### src/rtl/load_store_unit_if.sv
// ============================================================================
// Module      : load_store_unit_if
// Description : Core request/response and byte-wide data memory signals of
//               the load/store unit, bundled for port connection.
// Revision    : 1.0 - initial release
// ============================================================================
`default_nettype none

interface load_store_unit_if;
    logic        req;
    logic        we;
    logic [2:0]  funct3;
    logic [31:0] addr;
    logic [31:0] wdata;
    logic        ready;
    logic        done;
    logic        err;
    logic [31:0] rdata;
    logic        mem_read;
    logic        mem_write;
    logic [31:0] endereco;
    logic [31:0] write_data;
    logic [31:0] read_data;

    // master: the load/store unit itself
    modport master (
        input  req, we, funct3, addr, wdata, read_data,
        output ready, done, err, rdata, mem_read, mem_write, endereco, write_data
    );

    // slave: the core plus data memory environment
    modport slave (
        output req, we, funct3, addr, wdata, read_data,
        input  ready, done, err, rdata, mem_read, mem_write, endereco, write_data
    );
endinterface

`default_nettype wire

### src/rtl/load_store_unit.sv
// ============================================================================
// Module      : load_store_unit
// Description : RV32I load/store initiator splitting each access into
//               big-endian single-byte memory cycles, with extension/errors.
// Revision    : 1.0 - initial release
// ============================================================================
`default_nettype none

module load_store_unit (
    input  wire logic         clk,
    input  wire logic         rst_n,
    load_store_unit_if.master bus
);

    localparam logic [1:0] S_IDLE   = 2'd0;
    localparam logic [1:0] S_ACCESS = 2'd1;
    localparam logic [1:0] S_DONE   = 2'd2;

    logic [1:0]  r_state;
    logic [1:0]  w_next;

    logic        r_we;
    logic        r_err;
    logic [2:0]  r_f3;
    logic [31:0] r_addr;
    logic [31:0] r_wdata;
    logic [23:0] r_acc;
    logic [31:0] r_rdata;
    logic [1:0]  r_cnt;
    logic [1:0]  r_last;

    logic        w_accept;
    logic        w_illegal;
    logic        w_misal;
    logic        w_bad;
    logic [1:0]  w_last_in;
    logic [31:0] w_wdata_al;
    logic        w_last_cyc;
    logic [31:0] w_acc_next;
    logic [31:0] w_ext;
    logic        w_unused;

    assign w_accept   = (r_state == S_IDLE) && bus.req;
    assign w_last_cyc = (r_state == S_ACCESS) && (r_cnt == r_last);
    assign w_acc_next = {r_acc, bus.read_data[7:0]};
    assign w_unused   = ^bus.read_data[31:8];

    // Request decode: byte count, msb-first store alignment, error check
    always_comb begin
        w_last_in  = 2'd3;
        w_wdata_al = bus.wdata;
        case (bus.funct3[1:0])
            2'b00: begin
                w_last_in  = 2'd0;
                w_wdata_al = {bus.wdata[7:0], 24'h000000};
            end
            2'b01: begin
                w_last_in  = 2'd1;
                w_wdata_al = {bus.wdata[15:0], 16'h0000};
            end
            default: begin
                w_last_in  = 2'd3;
                w_wdata_al = bus.wdata;
            end
        endcase
        if (bus.we)
            w_illegal = bus.funct3[2] || (bus.funct3[1:0] == 2'b11);
        else
            w_illegal = (bus.funct3 == 3'b011) || (bus.funct3[2:1] == 2'b11);
        w_misal = ((bus.funct3[1:0] == 2'b01) && bus.addr[0]) ||
                  ((bus.funct3[1:0] == 2'b10) && (bus.addr[1:0] != 2'b00));
        w_bad   = w_illegal || w_misal;
    end

    always_comb begin
        w_ext = w_acc_next;
        case (r_f3)
            3'b000:  w_ext = {{24{w_acc_next[7]}},  w_acc_next[7:0]};
            3'b001:  w_ext = {{16{w_acc_next[15]}}, w_acc_next[15:0]};
            3'b100:  w_ext = {24'h000000, w_acc_next[7:0]};
            3'b101:  w_ext = {16'h0000,   w_acc_next[15:0]};
            default: w_ext = w_acc_next;
        endcase
    end

    always_ff @(posedge clk or negedge rst_n) begin
        if (!rst_n)
            r_state <= S_IDLE;
        else
            r_state <= w_next;
    end

    always_comb begin
        w_next = r_state;
        case (r_state)
            S_IDLE:   if (bus.req) w_next = w_bad ? S_DONE : S_ACCESS;
            S_ACCESS: if (r_cnt == r_last) w_next = S_DONE;
            S_DONE:   w_next = S_IDLE;
            default:  w_next = S_IDLE;
        endcase
    end

    // Load bytes shift in at the bottom; the first byte ends up most significant
    always_ff @(posedge clk or negedge rst_n) begin
        if (!rst_n) begin
            r_we    <= 1'b0;
            r_err   <= 1'b0;
            r_f3    <= 3'b000;
            r_addr  <= 32'h0;
            r_wdata <= 32'h0;
            r_acc   <= 24'h0;
            r_rdata <= 32'h0;
            r_cnt   <= 2'd0;
            r_last  <= 2'd0;
        end else if (w_accept) begin
            r_we    <= bus.we;
            r_f3    <= bus.funct3;
            r_addr  <= bus.addr;
            r_wdata <= w_wdata_al;
            r_last  <= w_last_in;
            r_cnt   <= 2'd0;
            r_acc   <= 24'h0;
            r_err   <= w_bad;
            if (w_bad)
                r_rdata <= 32'h0;
        end else if (r_state == S_ACCESS) begin
            r_cnt   <= r_cnt + 2'd1;
            r_wdata <= {r_wdata[23:0], 8'h00};
            r_acc   <= w_acc_next[23:0];
            if (w_last_cyc)
                r_rdata <= r_we ? 32'h0 : w_ext;
        end
    end

    always_comb begin
        bus.ready      = 1'b0;
        bus.done       = 1'b0;
        bus.err        = 1'b0;
        bus.rdata      = r_rdata;
        bus.mem_read   = 1'b0;
        bus.mem_write  = 1'b0;
        bus.endereco   = 32'h0;
        bus.write_data = 32'h0;
        case (r_state)
            S_IDLE: bus.ready = 1'b1;
            S_ACCESS: begin
                bus.mem_read   = !r_we;
                bus.mem_write  = r_we;
                bus.endereco   = r_addr + {30'h0, r_cnt};
                bus.write_data = r_we ? {24'h000000, r_wdata[31:24]} : 32'h0;
            end
            S_DONE: begin
                bus.done = 1'b1;
                bus.err  = r_err;
            end
            default: bus.ready = 1'b0;
        endcase
    end

endmodule

`default_nettype wire

### src/flat_wrapper.sv
// flat-port wrapper written by rule: the top's interface ports become plain ports
module load_store_unit_flat 
  (clk, rst_n, bus_req, bus_we, bus_funct3, bus_addr, bus_wdata, bus_read_data, bus_ready, bus_done, bus_err, bus_rdata, bus_mem_read, bus_mem_write, bus_endereco, bus_write_data);
  load_store_unit_if bus_i ();
  input  wire logic clk;
  input  wire logic rst_n;
  input wire logic [$bits(bus_i.req)-1:0] bus_req;
  input wire logic [$bits(bus_i.we)-1:0] bus_we;
  input wire logic [$bits(bus_i.funct3)-1:0] bus_funct3;
  input wire logic [$bits(bus_i.addr)-1:0] bus_addr;
  input wire logic [$bits(bus_i.wdata)-1:0] bus_wdata;
  input wire logic [$bits(bus_i.read_data)-1:0] bus_read_data;
  output wire logic [$bits(bus_i.ready)-1:0] bus_ready;
  output wire logic [$bits(bus_i.done)-1:0] bus_done;
  output wire logic [$bits(bus_i.err)-1:0] bus_err;
  output wire logic [$bits(bus_i.rdata)-1:0] bus_rdata;
  output wire logic [$bits(bus_i.mem_read)-1:0] bus_mem_read;
  output wire logic [$bits(bus_i.mem_write)-1:0] bus_mem_write;
  output wire logic [$bits(bus_i.endereco)-1:0] bus_endereco;
  output wire logic [$bits(bus_i.write_data)-1:0] bus_write_data;
  assign bus_i.req = bus_req;
  assign bus_i.we = bus_we;
  assign bus_i.funct3 = bus_funct3;
  assign bus_i.addr = bus_addr;
  assign bus_i.wdata = bus_wdata;
  assign bus_i.read_data = bus_read_data;
  assign bus_ready = bus_i.ready;
  assign bus_done = bus_i.done;
  assign bus_err = bus_i.err;
  assign bus_rdata = bus_i.rdata;
  assign bus_mem_read = bus_i.mem_read;
  assign bus_mem_write = bus_i.mem_write;
  assign bus_endereco = bus_i.endereco;
  assign bus_write_data = bus_i.write_data;
  load_store_unit u_core (.clk(clk), .rst_n(rst_n), .bus(bus_i));
endmodule
### config.mk
export PLATFORM = sky130hd
export DESIGN_NAME = load_store_unit_flat
export DESIGN_NICKNAME = d
export VERILOG_FILES = /design/src/rtl/load_store_unit_if.sv /design/src/rtl/load_store_unit.sv /design/src/flat_wrapper.sv
export SDC_FILE = /design/constraint.sdc
export NUM_CORES = 1
export LEC_CHECK = 0
export CELL_PAD_IN_SITES_DETAIL_PLACEMENT = 0
export CELL_PAD_IN_SITES_GLOBAL_PLACEMENT = 1
export CORE_AREA = 2 2 160 123
export DETAILED_ROUTE_END_ITERATION = 7
export DIE_AREA = 0 0 162 125
export GPL_TIMING_DRIVEN = 1
export PLACE_DENSITY_LB_ADDON = 0.1
export SYNTH_ARGS = -nofsm -noshare
export SYNTH_HDL_FRONTEND = slang
export SYNTH_SLANG_ARGS = --single-unit
### constraint.sdc
create_clock -name clk -period 4.22 [get_ports clk]
set_input_delay 0.633 -clock clk [delete_from_list [all_inputs] [get_ports clk]]
set_output_delay 0.633 -clock clk [all_outputs]
set_load 0.02 [all_outputs]
==> results.md <==
Final layout:
- The net count of the finished layout is slightly above 1000.
- The number of standard cells in the final layout excluding fillers is about 1200.
- The fill cell instance count of the final layout is ~1800.
- Relative to the synthesized area, the layout overhead comes to 32.59%.
- The repair_antennas step left the layout with diodes totalling 0.
- Across the whole layout, storage elements account for 3278 um^2.
- The most common cell after layout, fill and taps aside is nand2_1.
- The share of cells above drive strength 1 is under 10%.
- Summing all multi-input logic gate instances after layout gives 3322 um^2.
- Leaving out fill and tap cells, the most frequent cells in the layout are nand2_1 (213), clkdlybuf4s50_1 (154), dfrtp_1 (131), o21ai_0 (48), a21oi_1 (41).

Clock network:
- The clock drives 131 sinks.
- The level count of the clock H-tree is 4.
- At the later pin of the worst-skew pair, clock insertion delay measures approximately 0.42 ns.
- The post-CTS setup repair buffer count is 0.
- The CTS tree is yes.
- The buffer levels on the longest clock path is 2.
- The register clock-pin slew on the reported worst setup and hold paths is 0.06 ns.
- Buffers inserted during clock tree synthesis total 17.
- The root buffer selected by CTS is clkbuf_16.
- The hold buffer count at CTS is 0.

Place:
- The count of buffers added on input and output ports is 155.
- The cell count after placement is 1164.
- Before CTS, the worst setup slack after placement is 0.5708 ns.
- The post-detailed-placement half-perimeter wirelength is 13.37 mm.
- The weighted congestion reported at the end of routability-driven placement is 0.8090.

Synth:
- The synthesized design spends more area on one cell type than any other, namely dfrtp_1.
- The number of warning messages in the yosys log is 0.
- The per-instance average area after synthesis is 8.666 um^2.
- The synthesized design contains 0 enable-type register cells.
- Of all flip-flops after synthesis, the portion carrying an async set or reset was 100.0%.
- The synthesized netlist occupies a cell area of between 6000 and 7000 um^2.
- The dominant register cell in the synthesized netlist is dfrtp_1.
- The synthesized design contains 131 register bits.
- Yosys attributes the largest share of cell area to dfrtp_1 (47%), nand2_1 (12%), mux2_2 (4.1%).
- After technology mapping, the gate count stands at 801.
- Of the post-synthesis cell area, the dominant cell type holds 47.22%.
- The portion of the post-synthesis area used by sequential elements is 47.22%.
- In this run, distinct cell masters in the synthesized netlist total 44.

Setup path:
- The worst reg2reg path startpoint is u_core.r_state[0].
- The endpoint identified for the worst register-to-register timing path is u_core.bus.rdata[28].
- The cell family contributing the most delay on the critical path is simple AND/OR/NAND/NOR gates.
- The most numerous cell type found on the critical path is or4_1.
- The delay contributed by the slowest stage of the critical path is 0.65 ns.
- The critical path endpoint category is an output pin.
- The setup slack on the worst flop-to-flop path is between 1.5 and 2 ns.
- The worst setup path is of the register to output pin kind.
- The largest individual stage delay along the critical path comes from the cell clkdlybuf4s50_1.
- Traced cell by cell, the critical path runs through ha_1 -> fa_1 -> nand3_1 -> or4_1 -> or4_1 -> a21oi_1 -> clkdlybuf4s50_1.
- The data required time of the critical path is about 3.6 ns.
- The nature of the critical path startpoint is a register.
- The worst register-to-register path has a depth of 5.
- The number of buffers and inverters on the critical path is 1.
- The beginning of the critical path is u_core.r_cnt[0].
- At the worst endpoint, the arrival time is 3.45 ns.
- Of all nets on the critical path, the largest fanout is 6.

Global routing:
- The global-route usage over all layers is 20.13%.
- The number of antenna violations at the first check in global routing is 0.
- Entering global routing, the biggest net connects 106 pins.
- The via count of the first global-routing pass came to 6080.
- The total overflow reported by the global router is 0.
- The wire length of the first global-routing pass is about 32 mm.

Detailed routing:
- The post-detailed-routing wire length is ~20 mm.
- The total iterations of the first detailed-routing run is 5.
- The number of DRC markers after the initial detailed-route iteration is 380.
- The number of vias in the routed layout is 6086.
- The ratio of routed vias to standard cells is between 5 and 6.
- The detailed-route wire length per cell is ~17 um.
- The remaining design rule violation count is 0.
- Once detail routing completed, the nets flagged for antenna violations numbered 0.

Timing:
- For the finished layout, the period the worst path requires is 4.087 ns.
- The setup skew after layout is 0.008902 ns.
- The total setup violations reported at the end of the flow is 0.
- The max-slew headroom at the worst pin is 32.49%.
- The final-layout setup total negative slack is 0 ns.
- The number of max-slew violations in the final report is 0.
- Setup repair after global routing left no endpoint under its margin.
- The maximum clock frequency is 244.7 MHz.
- The period utilization is 96.85%.
- At the pin with the least slew margin, the transition time is between 1 and 1.5 ns.
- The final hold violation count came to 0.
- Once routing completed, OpenROAD measured the worst setup slack at 0.1328 ns.

Die:
- The total area inside the core boundary comes to 18830 um^2.
- In this run the vertical extent of the chip is 125 um.
- The full die area is 20250 um^2.
- The site row count is 44.
- Once the floorplan was initialized, standard cells occupied 36.87% of the core.
- The number of top-level pins is 204.
- The floorplan step set the die width to 162 um.

Pwr:
- The power per cell area is 723.3 nW/um^2.
- Power comes to between 6000 and 7000 uW.
- The maximum ir drop on the vdd rail is between 200 and 300 uV.
- The cell leakage power is 0.004150 uW.

Run:
- Across the run, the number of max-cap violations was 0.

Hold path:
- The min-delay analysis places its worst path in the category primary input to asynchronous set/reset pin.

Run status:
- The run finished with clean final reports.
[layer usage]
metal  vias up  wire [um]  GRT usage (%)
met5         -          0              0
met4         0        332          6.247
met3        21       1353          4.413
met2       213       8716          29.76
met1      2908       9507          29.50
li1       2944          -              -
[registers in the layout (all words and copies together), names as in the netlist]
register	flops
u_core.bus.rdata	32
u_core.r_acc	24
u_core.r_addr	32
u_core.r_cnt	2
u_core.r_err	1
u_core.r_f3	3
u_core.r_last	2
u_core.r_state	2
u_core.r_wdata	32
u_core.r_we	1
[worst max path at each step]
stage	to	depth (start not counted)
floorplan	bus_endereco[25]	6
finish	bus_endereco[22]	7
CTS	bus_endereco[22]	7
detailed placement	bus_endereco[22]	7
global placement	bus_endereco[17]	6
global route	bus_endereco[22]	7
[power by group]
part	leakage (uW)	switching, uW	internal [uW]
Clock	0.000289	593	938
Combinational	0.00218	1590	1200
Sequential	0.00168	516	1820
[cells in the mapped netlist, types with 2 or more instances]
cell / n
a21oi_1: 41
nand2b_1: 6
nand4_1: 6
clkbuf_1: 36
inv_1: 16
or4_1: 12
nand2_1: 213
buf_2: 6
or3_1: 6
a31oi_1: 8
o311ai_0: 4
o21ai_0: 48
dfrtp_1: 131
xnor2_1: 8
mux2_2: 25
xor2_1: 3
nor2_1: 26
nor3_1: 18
nor2b_1: 19
and2_1: 8
ha_1: 2
o31ai_1: 8
nor4_1: 7
buf_4: 24
buf_1: 10
a22o_1: 8
and3_1: 11
o41ai_1: 4
a21o_1: 10
mux2i_1: 27
nand3_1: 37
[cells by family after synthesis]
kind of cell / synth area share, %
simple gates: 24.77
compound gates: 11.43
flops: 47.22
buf+inv: 6.543
mux: 7.949
xor+xnor: 1.388
fa+ha+maj: 0.6488
other cells: 0.05402
[layout make-up]
class                   count  share of cell area, %
clock buffers              18                  4.663
clock inverters            14                  1.930
inverters                  16                 0.6525
multi-input cells         600                  36.09
flip-flops and latches    131                  35.62
well taps                 253                  3.439
repair buffers            164                  17.60
[metrics by stage]
stage                     area (um^2)  util (%)  hold slack, ns
after floorplan                  7028         -          0.3374
after global placement           8593     45.64          0.4636
after detailed placement         8593     45.64          0.4677
after CTS                        9200     48.86          0.3837
after global routing             9204     48.88          0.3888
final                            9204     48.88          0.3099
[timing repair]
action,CTS,global route
resized for setup,0,1
hold endpoints to repair,0,0
setup endpoints to repair,0,2
Power figures use the tool's default switching activity.
